File: src/rtl/instruction_fetch_unit_if.sv
// Fetch-side bus bundle: instruction memory request/response, decode handshake
// and the controller's redirect inputs.
interface instruction_fetch_unit_if;
  logic        imem_req_valid;
  logic [31:0] imem_req_addr;
  logic        imem_req_ready;
  logic        imem_rsp_valid;
  logic [31:0] imem_rsp_data;
  logic        instr_valid;
  logic        instr_ready;
  logic [31:0] instr;
  logic [31:0] instr_pc;
  logic [6:0]  opcode;
  logic [2:0]  funct3;
  logic        funct7_bit5;
  logic        redirect_valid;
  logic [1:0]  PC_src;
  logic [31:0] PC_target;
  logic [31:0] jalr_target;

  modport master (
    output imem_req_valid, imem_req_addr,
    input  imem_req_ready, imem_rsp_valid, imem_rsp_data,
    output instr_valid, instr, instr_pc, opcode, funct3, funct7_bit5,
    input  instr_ready,
    input  redirect_valid, PC_src, PC_target, jalr_target
  );

  modport slave (
    input  imem_req_valid, imem_req_addr,
    output imem_req_ready, imem_rsp_valid, imem_rsp_data,
    input  instr_valid, instr, instr_pc, opcode, funct3, funct7_bit5,
    output instr_ready,
    output redirect_valid, PC_src, PC_target, jalr_target
  );
endinterface

File: src/rtl/instruction_fetch_unit.sv
// Instruction fetch unit: holds the PC, issues one outstanding fetch at a time
// and hands the fetched word to decode; redirects on branch/jal/jalr.
module instruction_fetch_unit #(
  parameter logic [31:0] RESET_PC  = 32'h0000_0000,
  parameter logic [31:0] NOP_INSTR = 32'h0000_0013
) (
  input  logic                     clk,
  input  logic                     rst_n,
  instruction_fetch_unit_if.master bus
);
  typedef enum logic [1:0] {IDLE, REQ, WAIT, HOLD} state_t;

  state_t      state_reg;
  logic [31:0] pc_reg;
  logic        kill_reg;
  logic        req_valid_reg;
  logic [31:0] req_addr_reg;
  logic        instr_valid_reg;
  logic [31:0] instr_reg;
  logic [31:0] instr_pc_reg;

  logic        redirect;
  logic [31:0] new_pc;
  logic [31:0] pc_plus4;
  logic        unused_low_bits;

  assign redirect = bus.redirect_valid && (bus.PC_src != 2'b00);
  // Both targets are forced word-aligned: no compressed ISA support.
  assign new_pc   = bus.PC_src[1] ? {bus.jalr_target[31:2], 2'b00}
                                  : {bus.PC_target[31:2], 2'b00};
  assign pc_plus4 = pc_reg + 32'd4;
  assign unused_low_bits = ^{bus.jalr_target[1:0], bus.PC_target[1:0]};

  assign bus.imem_req_valid = req_valid_reg;
  assign bus.imem_req_addr  = req_addr_reg;
  assign bus.instr_valid    = instr_valid_reg;
  assign bus.instr          = instr_reg;
  assign bus.instr_pc       = instr_pc_reg;
  assign bus.opcode         = instr_reg[6:0];
  assign bus.funct3         = instr_reg[14:12];
  assign bus.funct7_bit5    = instr_reg[30];

  always_ff @(posedge clk or negedge rst_n) begin
    if (!rst_n) begin
      state_reg       <= IDLE;
      pc_reg          <= RESET_PC;
      kill_reg        <= 1'b0;
      req_valid_reg   <= 1'b0;
      req_addr_reg    <= RESET_PC;
      instr_valid_reg <= 1'b0;
      instr_reg       <= NOP_INSTR;
      instr_pc_reg    <= RESET_PC;
    end else begin
      case (state_reg)
        IDLE: begin
          state_reg     <= REQ;
          req_valid_reg <= 1'b1;
          pc_reg        <= redirect ? new_pc : pc_reg;
          req_addr_reg  <= redirect ? new_pc : pc_reg;
        end
        REQ: begin
          // The in-flight request keeps its old address; its data is killed later.
          if (redirect) begin
            pc_reg   <= new_pc;
            kill_reg <= 1'b1;
          end
          if (bus.imem_req_ready) begin
            req_valid_reg <= 1'b0;
            state_reg     <= WAIT;
          end
        end
        WAIT: begin
          if (redirect) pc_reg <= new_pc;
          if (bus.imem_rsp_valid) begin
            if (kill_reg || redirect) begin
              kill_reg      <= 1'b0;
              state_reg     <= REQ;
              req_valid_reg <= 1'b1;
              req_addr_reg  <= redirect ? new_pc : pc_reg;
            end else begin
              instr_reg       <= bus.imem_rsp_data;
              instr_pc_reg    <= pc_reg;
              instr_valid_reg <= 1'b1;
              state_reg       <= HOLD;
            end
          end else if (redirect) begin
            kill_reg <= 1'b1;
          end
        end
        HOLD: begin
          // A redirect drops the held instruction even if decode accepts it now.
          if (redirect || bus.instr_ready) begin
            pc_reg          <= redirect ? new_pc : pc_plus4;
            req_addr_reg    <= redirect ? new_pc : pc_plus4;
            req_valid_reg   <= 1'b1;
            instr_valid_reg <= 1'b0;
            instr_reg       <= NOP_INSTR;
            state_reg       <= REQ;
          end
        end
        default: state_reg <= IDLE;
      endcase
    end
  end

  rsp_only_in_wait: assert property (
    @(posedge clk) disable iff (!rst_n) bus.imem_rsp_valid |-> (state_reg == WAIT)
  );
endmodule

File: src/flat_wrapper.sv
// flat-port wrapper written by rule: the top's interface ports become plain ports
module instruction_fetch_unit_flat 
#(
  parameter logic [31:0] RESET_PC  = 32'h0000_0000,
  parameter logic [31:0] NOP_INSTR = 32'h0000_0013
)
  (clk, rst_n, bus_imem_req_valid, bus_imem_req_addr, bus_imem_req_ready, bus_imem_rsp_valid, bus_imem_rsp_data, bus_instr_valid, bus_instr, bus_instr_pc, bus_opcode, bus_funct3, bus_funct7_bit5, bus_instr_ready, bus_redirect_valid, bus_PC_src, bus_PC_target, bus_jalr_target);
  instruction_fetch_unit_if bus_i ();
  input  logic clk;
  input  logic rst_n;
  output wire logic [$bits(bus_i.imem_req_valid)-1:0] bus_imem_req_valid;
  output wire logic [$bits(bus_i.imem_req_addr)-1:0] bus_imem_req_addr;
  input wire logic [$bits(bus_i.imem_req_ready)-1:0] bus_imem_req_ready;
  input wire logic [$bits(bus_i.imem_rsp_valid)-1:0] bus_imem_rsp_valid;
  input wire logic [$bits(bus_i.imem_rsp_data)-1:0] bus_imem_rsp_data;
  output wire logic [$bits(bus_i.instr_valid)-1:0] bus_instr_valid;
  output wire logic [$bits(bus_i.instr)-1:0] bus_instr;
  output wire logic [$bits(bus_i.instr_pc)-1:0] bus_instr_pc;
  output wire logic [$bits(bus_i.opcode)-1:0] bus_opcode;
  output wire logic [$bits(bus_i.funct3)-1:0] bus_funct3;
  output wire logic [$bits(bus_i.funct7_bit5)-1:0] bus_funct7_bit5;
  input wire logic [$bits(bus_i.instr_ready)-1:0] bus_instr_ready;
  input wire logic [$bits(bus_i.redirect_valid)-1:0] bus_redirect_valid;
  input wire logic [$bits(bus_i.PC_src)-1:0] bus_PC_src;
  input wire logic [$bits(bus_i.PC_target)-1:0] bus_PC_target;
  input wire logic [$bits(bus_i.jalr_target)-1:0] bus_jalr_target;
  assign bus_imem_req_valid = bus_i.imem_req_valid;
  assign bus_imem_req_addr = bus_i.imem_req_addr;
  assign bus_i.imem_req_ready = bus_imem_req_ready;
  assign bus_i.imem_rsp_valid = bus_imem_rsp_valid;
  assign bus_i.imem_rsp_data = bus_imem_rsp_data;
  assign bus_instr_valid = bus_i.instr_valid;
  assign bus_instr = bus_i.instr;
  assign bus_instr_pc = bus_i.instr_pc;
  assign bus_opcode = bus_i.opcode;
  assign bus_funct3 = bus_i.funct3;
  assign bus_funct7_bit5 = bus_i.funct7_bit5;
  assign bus_i.instr_ready = bus_instr_ready;
  assign bus_i.redirect_valid = bus_redirect_valid;
  assign bus_i.PC_src = bus_PC_src;
  assign bus_i.PC_target = bus_PC_target;
  assign bus_i.jalr_target = bus_jalr_target;
  instruction_fetch_unit #(.RESET_PC(RESET_PC), .NOP_INSTR(NOP_INSTR)) u_core (.clk(clk), .rst_n(rst_n), .bus(bus_i));
endmodule
File: config.mk
export PLATFORM = sky130hd
export DESIGN_NAME = instruction_fetch_unit_flat
export DESIGN_NICKNAME = d
export VERILOG_FILES = /design/src/rtl/instruction_fetch_unit_if.sv /design/src/rtl/instruction_fetch_unit.sv /design/src/flat_wrapper.sv
export SDC_FILE = /design/constraint.sdc
export NUM_CORES = 1
export LEC_CHECK = 0
export CAP_MARGIN = 10
export CORE_MARGIN = 8
export CORE_UTILIZATION = 51
export CTS_BUF_LIST = sky130_fd_sc_hd__clkbuf_8 sky130_fd_sc_hd__clkbuf_16
export DETAILED_ROUTE_END_ITERATION = 12
export GPL_ROUTABILITY_DRIVEN = 1
export PLACE_DENSITY = 0.95
export RECOVER_POWER = 100
export SYNTH_ARGS = -nofsm -noshare
export SYNTH_HDL_FRONTEND = slang
export SYNTH_SLANG_ARGS = --single-unit
File: constraint.sdc
create_clock -name clk -period 5.7 [get_ports clk]
set_clock_uncertainty 0.1 [all_clocks]
set_input_delay 1.14 -clock clk [delete_from_list [all_inputs] [get_ports clk]]
set_output_delay 1.14 -clock clk [all_outputs]
set_load 0.03 [all_outputs]
# == Yosys cells after proc, flatten, opt, wreduce, memory -nomap -nowiden ==
# Cells that the tools add are included.
# word_totals
wordCells,64
reg_bits,133
in_bits,104
# op_classes
mux,30
eq_ne,9
add_sub_neg,1
n_reduce_logical,15
n_bitwise,1
# ops
operator,n
two-way mux 32 bit,9
case mux 32 bit (2 select lines),2
case mux 32 bit (3 select lines),1
"adder 32 x 3 -> 32 bit, second input constant",1
AND reduction 4 bit,3
two-way mux 1 bit,10
two-way mux 2 bit,4
case mux 2 bit (4 select lines),1
"!= test 2 bit, second input constant",3
AND reduction 3 bit,2
nonzero test 2 bit,3
"equality test 2 bit, second input constant",2
"!= test 2 x 1 -> 1 bit, second input constant",2
case mux 1 bit (2 select lines),2
case mux 1 bit (4 select lines),1
"!= test 3 x 2 -> 1 bit, second input constant",1
nonzero test 3 bit,1
OR reduction 3 bit,1
"equality test 2 x 1 -> 1 bit, second input constant",1
zero test 2 bit,1
logical OR 1 bit,2
AND reduction 2 bit,1
logical AND 1 bit,1
inverter 1 bit,1

# == Longest topological paths before layout ==
# Gate-level depths: netlist of the first run.
# depth
word_depth,6
mapped_depth,9
ltp_nobuf,7

# == Worst setup path after synthesis of the first run ==
# Ideal clock, no wire load.
# synth_path
path_type,input-to-reg
startpoint,input port bus_PC_src[1]
endpoint,register u_core.instr_reg[12] (netlist: u_core.bus.instr[12])
cell_stages,9
path_buffers,4
arrival_ns,2.568
t_required_ns,5.465
path_slack_ns,2.898
setup_ns,0.135
path_cell_list,buf_2 o21a_1 buf_2 or3_1 a21o_1 clkbuf_1 buf_2 nand2_1 o31ai_1
# synth_via
elab_chain_cells,5
# synth_rtl
item,line_no,rtl
"start, declared",flat_wrapper.sv:24,input wire logic [$bits(bus_i.PC_src)-1:0] bus_PC_src;
nonzero test 2 bit (*),instruction_fetch_unit.sv:27,assign redirect = bus.redirect_valid && (bus.PC_src != 2'b00);
logical AND 1 bit (*),instruction_fetch_unit.sv:27,
"logical OR 1 bit, on equally long branches","instruction_fetch_unit.sv:75, instruction_fetch_unit.sv:92",
!= test 2 bit (no source line) / != test 2 x 1 -> 1 bit (equally long branches),n/a,
AND reduction 4 bit (no source line) (*),n/a,
"end signal, assigned",instruction_fetch_unit.sv:81,instr_reg <= bus.imem_rsp_data;
"end, declared",instruction_fetch_unit.sv:19,logic [31:0] instr_reg;
# Every way passes the cells marked *; elsewhere a longest branch is shown, timed or not.
# A chain may end at the register's enable or synchronous reset.

# == Worst setup path after layout of the first run ==
# layout_path
startpoint,register u_core.state_reg[0]
endpoint,register u_core.pc_reg[25]
# layout_via
elab_chain_cells,3
# layout_rtl
item,line_no,rtl
"start, declared",instruction_fetch_unit.sv:13,state_t state_reg;
"start signal, assigned",instruction_fetch_unit.sv:45,state_reg <= IDLE;
"start signal, assigned",instruction_fetch_unit.sv:56,state_reg <= REQ;
"start signal, assigned",instruction_fetch_unit.sv:69,state_reg <= WAIT;
equality test 2 x 1 -> 1 bit (tied with other cells),instruction_fetch_unit.sv:54,case (state_reg)
OR reduction 3 bit (no source line),n/a,
case mux 32 bit (2 select lines),instruction_fetch_unit.sv:54,
"end signal, assigned",instruction_fetch_unit.sv:58,pc_reg <= redirect ? new_pc : pc_reg;
"end signal, assigned",instruction_fetch_unit.sv:64,pc_reg <= new_pc;
"end signal, assigned",instruction_fetch_unit.sv:73,if (redirect) pc_reg <= new_pc;
"end, declared",instruction_fetch_unit.sv:14,logic [31:0] pc_reg;
# Parallel ways exist; a longest one is shown, timed or not.

==> metrics.md, run 1 <==
| Metric | Value |
|---|---|
| Crit. End Element | register |
| CTS Hold Bufs | 0 |
| Root Buffer | clkbuf_16 |
| Most used DFF post-synth | dfrtp_1 |
| Share of layout cells above drive strength 1 | 0.0924 |
| Synth Register Bits | 133 |
| Pwr dens | 450 nW/µm² |
| Pin count of the biggest net entering global routing | 79 |
| First-pass DRT Iterations | 5 |
| Net count, final | 983 |
| Worst Path Max Fanout | 45 |
| Hold Fails Final Rpt | 0 |
| Yosys warning count | 0 |
| Row count | 42 |
| H-tree levels | 4 |
| Reg clk slew, reported paths | 0.05 ns |
| I/O Buffers | 208 |
| GP Congestion | 0.858 |
| Setup bufs post-CTS | 0 |
| Detailed Route Iter0 Violations | 432 |
| R2R Setup Slk | 1.48 ns |
| CP Launch Type | register |
| Part of the Yosys area used for sequential elements | 0.492 |
| RSZ-0062 raised after global routing | false |
| Routed Wire Length | 19.8 mm |
| Worst Hold Depth | 2 |
| Vias in the first global route | 5,986 |
| Area delta synth->final | 37.9% |
| Met2 WL post-DR | 9.19 mm |
| R2R cell count | 7 |
| Ports | 213 |
| Total GRT Usage | 0.231 |
| Syn Nets | 811 |
| Vias per std cell | 5.62 |
| Synthesized area | 6780 µm² |
| Multi-input gate area | 2990 µm² |
| Hold Slack | 0.369 ns |
| Fin crit period | 4.22 ns |
| Sequential Area | 3330 µm² |
| Critical path class | reg -> reg |
| Detail Placement HPWL | 14.1 mm |
| Synth area leader | dfrtp_1 |
| Routed len/inst | 18.6 µm |
| EDFF count, synth | 0 |
| Hold Path Class | reg -> reg |
| DRC | 0 |
| Initial antenna violation count | 1 |
| First-pass GRT wire length | 32.2 mm |
| Top Layer Used | met4 |
| Core area | 13,100 µm² |
| Setup violators final | 0 |
| Leakage | 4.20 nW |
| Async SR Flop Fraction | 1.00 |
| CTS Sinks | 133 |
| Worst Path Arrival | 4.44 ns |
| Die span in x | 131 µm |
| Resized Gates After CTS | 0 |
| CTS Buf Count | 17 |
| Cells after Synth | 702 |
| Metal-1 WL | 8.44 mm |
| Max-slew violations | 160 |
| Upper clock frequency limit | 237 MHz |
| Antenna Violating Nets Remaining | 0 |
| Metal3 WL | 1.70 mm |
| Synthesized area per cell | 9.66 µm² |
| Peak supply drop | 267 µV |
| Slew headroom | -0.528 |
| Violated checks | capacitance limit, slew limit |
| Cell variety after synth | 53 |
| Most common cell after layout, fill and taps aside | dfrtp_1 |
| Clk buf depth | 2 |
| GRT Residual Overflow | 0 |
| Fillers | 950 |
| Clk_lat worst skew | 0.42 ns |
| Share of the synthesized area in the top cell type | 0.480 |
| Max Cap Viol | 3 |
| Die area | 17,200 µm² |
| Outcome | finished with violations |
| Die Span Y | 131 µm |
| Synth area leaders | dfrtp_1 48%, nand2_1 5.9%, mux2_2 5.3%, o31ai_1 5.2%, o21ai_0 2.8% |
| CP required | 5.93 ns |
| Most frequent cells in the layout | 130 x dfrtp_1, 110 x dlygate4sd3_1, 107 x nand2_1, 96 x clkdlybuf4s50_1, 47 x o31ai_1 |
| Post-layout util | 0.712 |
| Slew at the pin closest to its max-slew limit | 2.29 ns |
| CTS tree | built |
| Initial Util | 0.516 |
| Via count | 5,984 |
| Final Cycle Share | 0.740 |
| Setup tns final | 0 ns |
-- path summary, 6_finish.rpt --
check,start,to
max,u_core.state_reg[0],u_core.pc_reg[25]
min reg2reg,u_core.bus.instr[31],u_core.bus.instr[31]
min in group asynchronous,rst_n,u_core.bus.instr[6]
max in group asynchronous,rst_n,u_core.bus.instr_pc[7]
min,u_core.bus.instr[31],u_core.bus.instr[31]
max reg2reg,u_core.state_reg[0],u_core.pc_reg[25]
-- worst max-delay path: stages, from the launching register on --
cell and delay [ns]:
dfrtp_1 0.42, ha_1 1.31, nand4_1 0.56, nor4_1 0.65, buf_4 0.35, nand4_1 0.19
or3_1 0.38, a31oi_1 0.16
-- cells by family (layout without fill, tap and decap cells) --
family	Yosys count	count (layout)	share of synthesized area
simple gates	235	235	0.171
xor+xnor	32	32	0.0413
flops	133	133	0.492
other cells	0	1	0
mux	42	42	0.0679
compound gates	156	156	0.152
fa+ha+maj	5	5	0.00923
buf+inv	99	284	0.0663
-- synthesized netlist by cell type (5+ instances only) --
master    instances
clkbuf_1         28
nand3_1          15
xor2_1           20
nor2b_1          21
mux2_2           32
nor3_1           14
nand4_1          21
dfrtp_1         130
a21oi_1          24
ha_1              5
nor4_1            8
buf_4            13
nand2_1         107
a211oi_1         20
nor2_1           23
mux2i_1          10
o21ai_0          38
o31ai_1          47
xnor2_1          12
a221oi_1          7
buf_2            17
inv_1            36
-- report_power, final --
part | internal [W] | switching (W)
combinational | 0.000659 | 0.00111
sequential | 0.00124 | 0.000219
clock | 0.000600 | 0.000379
-- stage by stage --
stage                     power, W  setup WS (ns)  cell area (µm²)  cells
after floorplan            0.00256           2.90             6780    702
after global placement     0.00329           1.95             8850   1031
after detailed placement   0.00335           1.88             8850   1031
after CTS                  0.00434           2.12             9390   1063
after global routing       0.00444           1.14             9350   1064
final                      0.00420           1.48             9350   1064
-- area by class of cell --
cell class                 instances  share of cell area
multi-input combinational        470               0.320
clock inverter                    10             0.00468
sequential                       133               0.356
antenna                            1            0.000268
clock buffer                      22              0.0529
inverter                          36              0.0145
timing repair buffer             216               0.228
tap                              176              0.0236
-- layer usage --
layer / vias to the layer above / global-route usage
met3: 30 / 0.0785
li1: 2811 / -
met5: - / 0
met4: 0 / 0.0970
met1: 2870 / 0.283
met2: 273 / 0.367
(Power assumes the default switching activity.)
==> run 2: changes to the inputs <==
--- a/config.mk
+++ b/config.mk
@@ -7,11 +7,11 @@
 export LEC_CHECK = 0
 export CAP_MARGIN = 10
 export CORE_MARGIN = 8
-export CORE_UTILIZATION = 51
+export CORE_UTILIZATION = 43
 export CTS_BUF_LIST = sky130_fd_sc_hd__clkbuf_8 sky130_fd_sc_hd__clkbuf_16
 export DETAILED_ROUTE_END_ITERATION = 12
 export GPL_ROUTABILITY_DRIVEN = 1
-export PLACE_DENSITY = 0.95
+export PLACE_DENSITY = 0.9
 export RECOVER_POWER = 100
 export SYNTH_ARGS = -nofsm -noshare
 export SYNTH_HDL_FRONTEND = slang
==> constraint.sdc (replaced) <==
create_clock -name clk -period 3.8 [get_ports clk]
set_clock_uncertainty 0.1 [all_clocks]
set_input_delay 0.76 -clock clk [delete_from_list [all_inputs] [get_ports clk]]
set_output_delay 0.76 -clock clk [all_outputs]
set_load 0.03 [all_outputs]
==> metrics.md, run 2 (synthesis gave the netlist of run 1 again) <==
| Metric | Value |
|---|---|
| Via count | 6,058 (+1.2%) |
| Setup bufs post-CTS | 0 (unchanged) |
| Crit path largest cell delay | 0.72 ns (-0.59 ns) |
| Share of layout cells above drive strength 1 | 0.104 (+0.0119) |
| Max Cap Viol | 0 (-3) |
| Upper clock frequency limit | 306 MHz |
| Hold Fails Final Rpt | 0 (unchanged) |
| Row count | 46 (+9.5%) |
| Crit-path cells | dlygate4sd3_1, o21ai_0, clkbuf_2, a211oi_1, a21oi_1, mux2_2 |
| Peak supply drop | 376 µV (+41%) |
| GP Congestion | 0.866 (+0.90%) |
| Initial Util | 0.433 (-0.0830) |
| CTS Hold Bufs | 0 (unchanged) |
| CTS Buf Count | 17 (unchanged) |
| Setup tns final | 0 ns (unchanged) |
| Leakage | 4.25 nW (+1.2%) |
| Final instance area | 9580 µm² (+2.4%) |
| Slew headroom | 0.190 (+0.718) |
| Root Buffer | clkbuf_16 |
| RSZ-0062 raised after global routing | false |
| Fillers | 1,280 (+35%) |
| Routed len/inst | 18.7 µm (+0.76%) |
| Fin crit period | 3.27 ns |
| GRT Residual Overflow | 0 (unchanged) |
| Crit. End Element | register |
| ANT cells | 0 (-1) |
| Clk buf depth | 2 (unchanged) |
| Outcome | complete, no violations |
| Most frequent cells in the layout | 130 x dfrtp_1, 110 x dlygate4sd3_1, 107 x nand2_1, 96 x clkdlybuf4s50_1, 47 x o31ai_1 |
| CTS tree | built |
| Max-slew violations | 0 (-100%) |
| Resized Gates After CTS | 0 (unchanged) |
| CP required | 4.00 ns (-1.93 ns) |
| Max stage delay cell, worst path | clkbuf_2 |
| Area delta synth->final | 41.3% |
| Pwr dens | 705 nW/µm² (+57%) |
| Vias in the first global route | 6,208 (+3.7%) |
| Cell Area, Placed | 8940 µm² (+0.99%) |
| Critical path class | in -> reg |
| Routed Wire Length | 20.7 mm (+4.8%) |
| Worst Path Max Fanout | 52 (+16%) |
| Die Span Y | 142 µm (+7.8%) |
| Reg clk slew, reported paths | 0.06 ns (about the same) |
| First-pass GRT wire length | 32.9 mm (+2.1%) |
| Worst Path Arrival | 3.47 ns (-0.97 ns) |
| CP Buf/Inv Count | 2 (+1) |
| Most common cell after layout, fill and taps aside | dfrtp_1 |
| CP Launch Type | primary input |
| Pin count of the biggest net entering global routing | 117 (+48%) |
| Antenna Violating Nets Remaining | 0 (unchanged) |
| Detail Placement HPWL | 14.9 mm (+5.3%) |
| Die span in x | 142 µm (+7.8%) |
| I/O Buffers | 208 (unchanged) |
| CTS Sinks | 133 (unchanged) |
| Detailed Route Iter0 Violations | 505 (+17%) |
| Net count, final | 988 (+0.51%) |
| Hold Path Class | in -> async |
| Final Cycle Share | 0.860 |
| Slew at the pin closest to its max-slew limit | 1.22 ns (-1.08 ns) |
| H-tree levels | 4 (unchanged) |
| Initial antenna violation count | 1 (unchanged) |
| Worst path top cell family by delay | buffers and inverters |
| Clk_lat worst skew | 0.42 ns (about the same) |
| Vias per std cell | 5.47 (-2.7%) |
| Ports | 213 (unchanged) |
| DRC | 0 (unchanged) |
| Setup violators final | 0 (unchanged) |
| First-pass DRT Iterations | 5 (unchanged) |
| Core area | 15,700 µm² (+19%) |
| Die area | 20,000 µm² (+16%) |
| Total GRT Usage | 0.209 (-0.0227) |
run 2: changes by cell type in the layout (fill, tap and decap cells not counted), sizes merged:
| cell | delta |
|---|---|
| clkinvlp | +1 |
| inv | -7 |
| clkbuf | -1 |
| diode | -1 |
| buf | +3 |
| clkinv | +2 |
| bufinv | +6 |
run 2: final cells by class:
cell class,count,area (µm²),share of cell area
Timing Repair Buffer,221,2160,0.225
Multi-Input combinational cell,470,3000,0.314
Clock inverter,12,226,0.0236
Tap cell,216,270,0.0282
Clock buffer,19,453,0.0473
Inverter,36,135,0.0141
Sequential cell,133,3330,0.348
run 2: stage by stage:
stage / std cells / total power, W / hold WS (ns) / worst slack (ns) / utilization
global route: 1107 / 0.00709 / 0.401 / 0.422 / 0.612
detailed placement: 1076 / 0.00505 / 0.365 / 0.411 / 0.571
global placement: 1076 / 0.00497 / 0.359 / 0.493 / 0.571
CTS: 1107 / 0.00696 / 0.378 / 0.847 / 0.615
floorplan: 702 / 0.00384 / 0.364 / 1.38 / -
finish: 1107 / 0.00676 / 0.368 / 0.533 / 0.612
run 2: worst paths after layout:
path                                 startpoint                      endpoint  slack (ns)  cells past startpoint
setup / recovery                  bus_PC_src[0]              u_core.pc_reg[5]        0.53                      6
hold / removal                            rst_n           u_core.bus.instr[6]        0.37                      1
setup reg to reg            u_core.state_reg[0]  u_core.bus.imem_req_addr[28]        0.83                      7
hold reg to reg            u_core.bus.instr[26]          u_core.bus.instr[26]        0.37                      2
max in group asynchronous                 rst_n  u_core.bus.imem_req_addr[12]        2.06                      2
min in group clk           u_core.bus.instr[26]          u_core.bus.instr[26]        0.37                      2
run 2: layer usage:
layer | vias to the layer above | GRT usage | wire [µm]
met4 | 2 | 0.0786 | 350
met5 | - | 0 | 10
met3 | 31 | 0.0679 | 1870
met2 | 278 | 0.340 | 9820
li1 | 2827 | - | -
met1 | 2920 | 0.253 | 8690
run 2: where the power goes:
group          switching (W)  internal (W)  leakage (nW)  total, W
registers           0.000335       0.00186          1.68   0.00219
logic                0.00168       0.00101          2.25   0.00268
clock network       0.000619       0.00126         0.325   0.00188
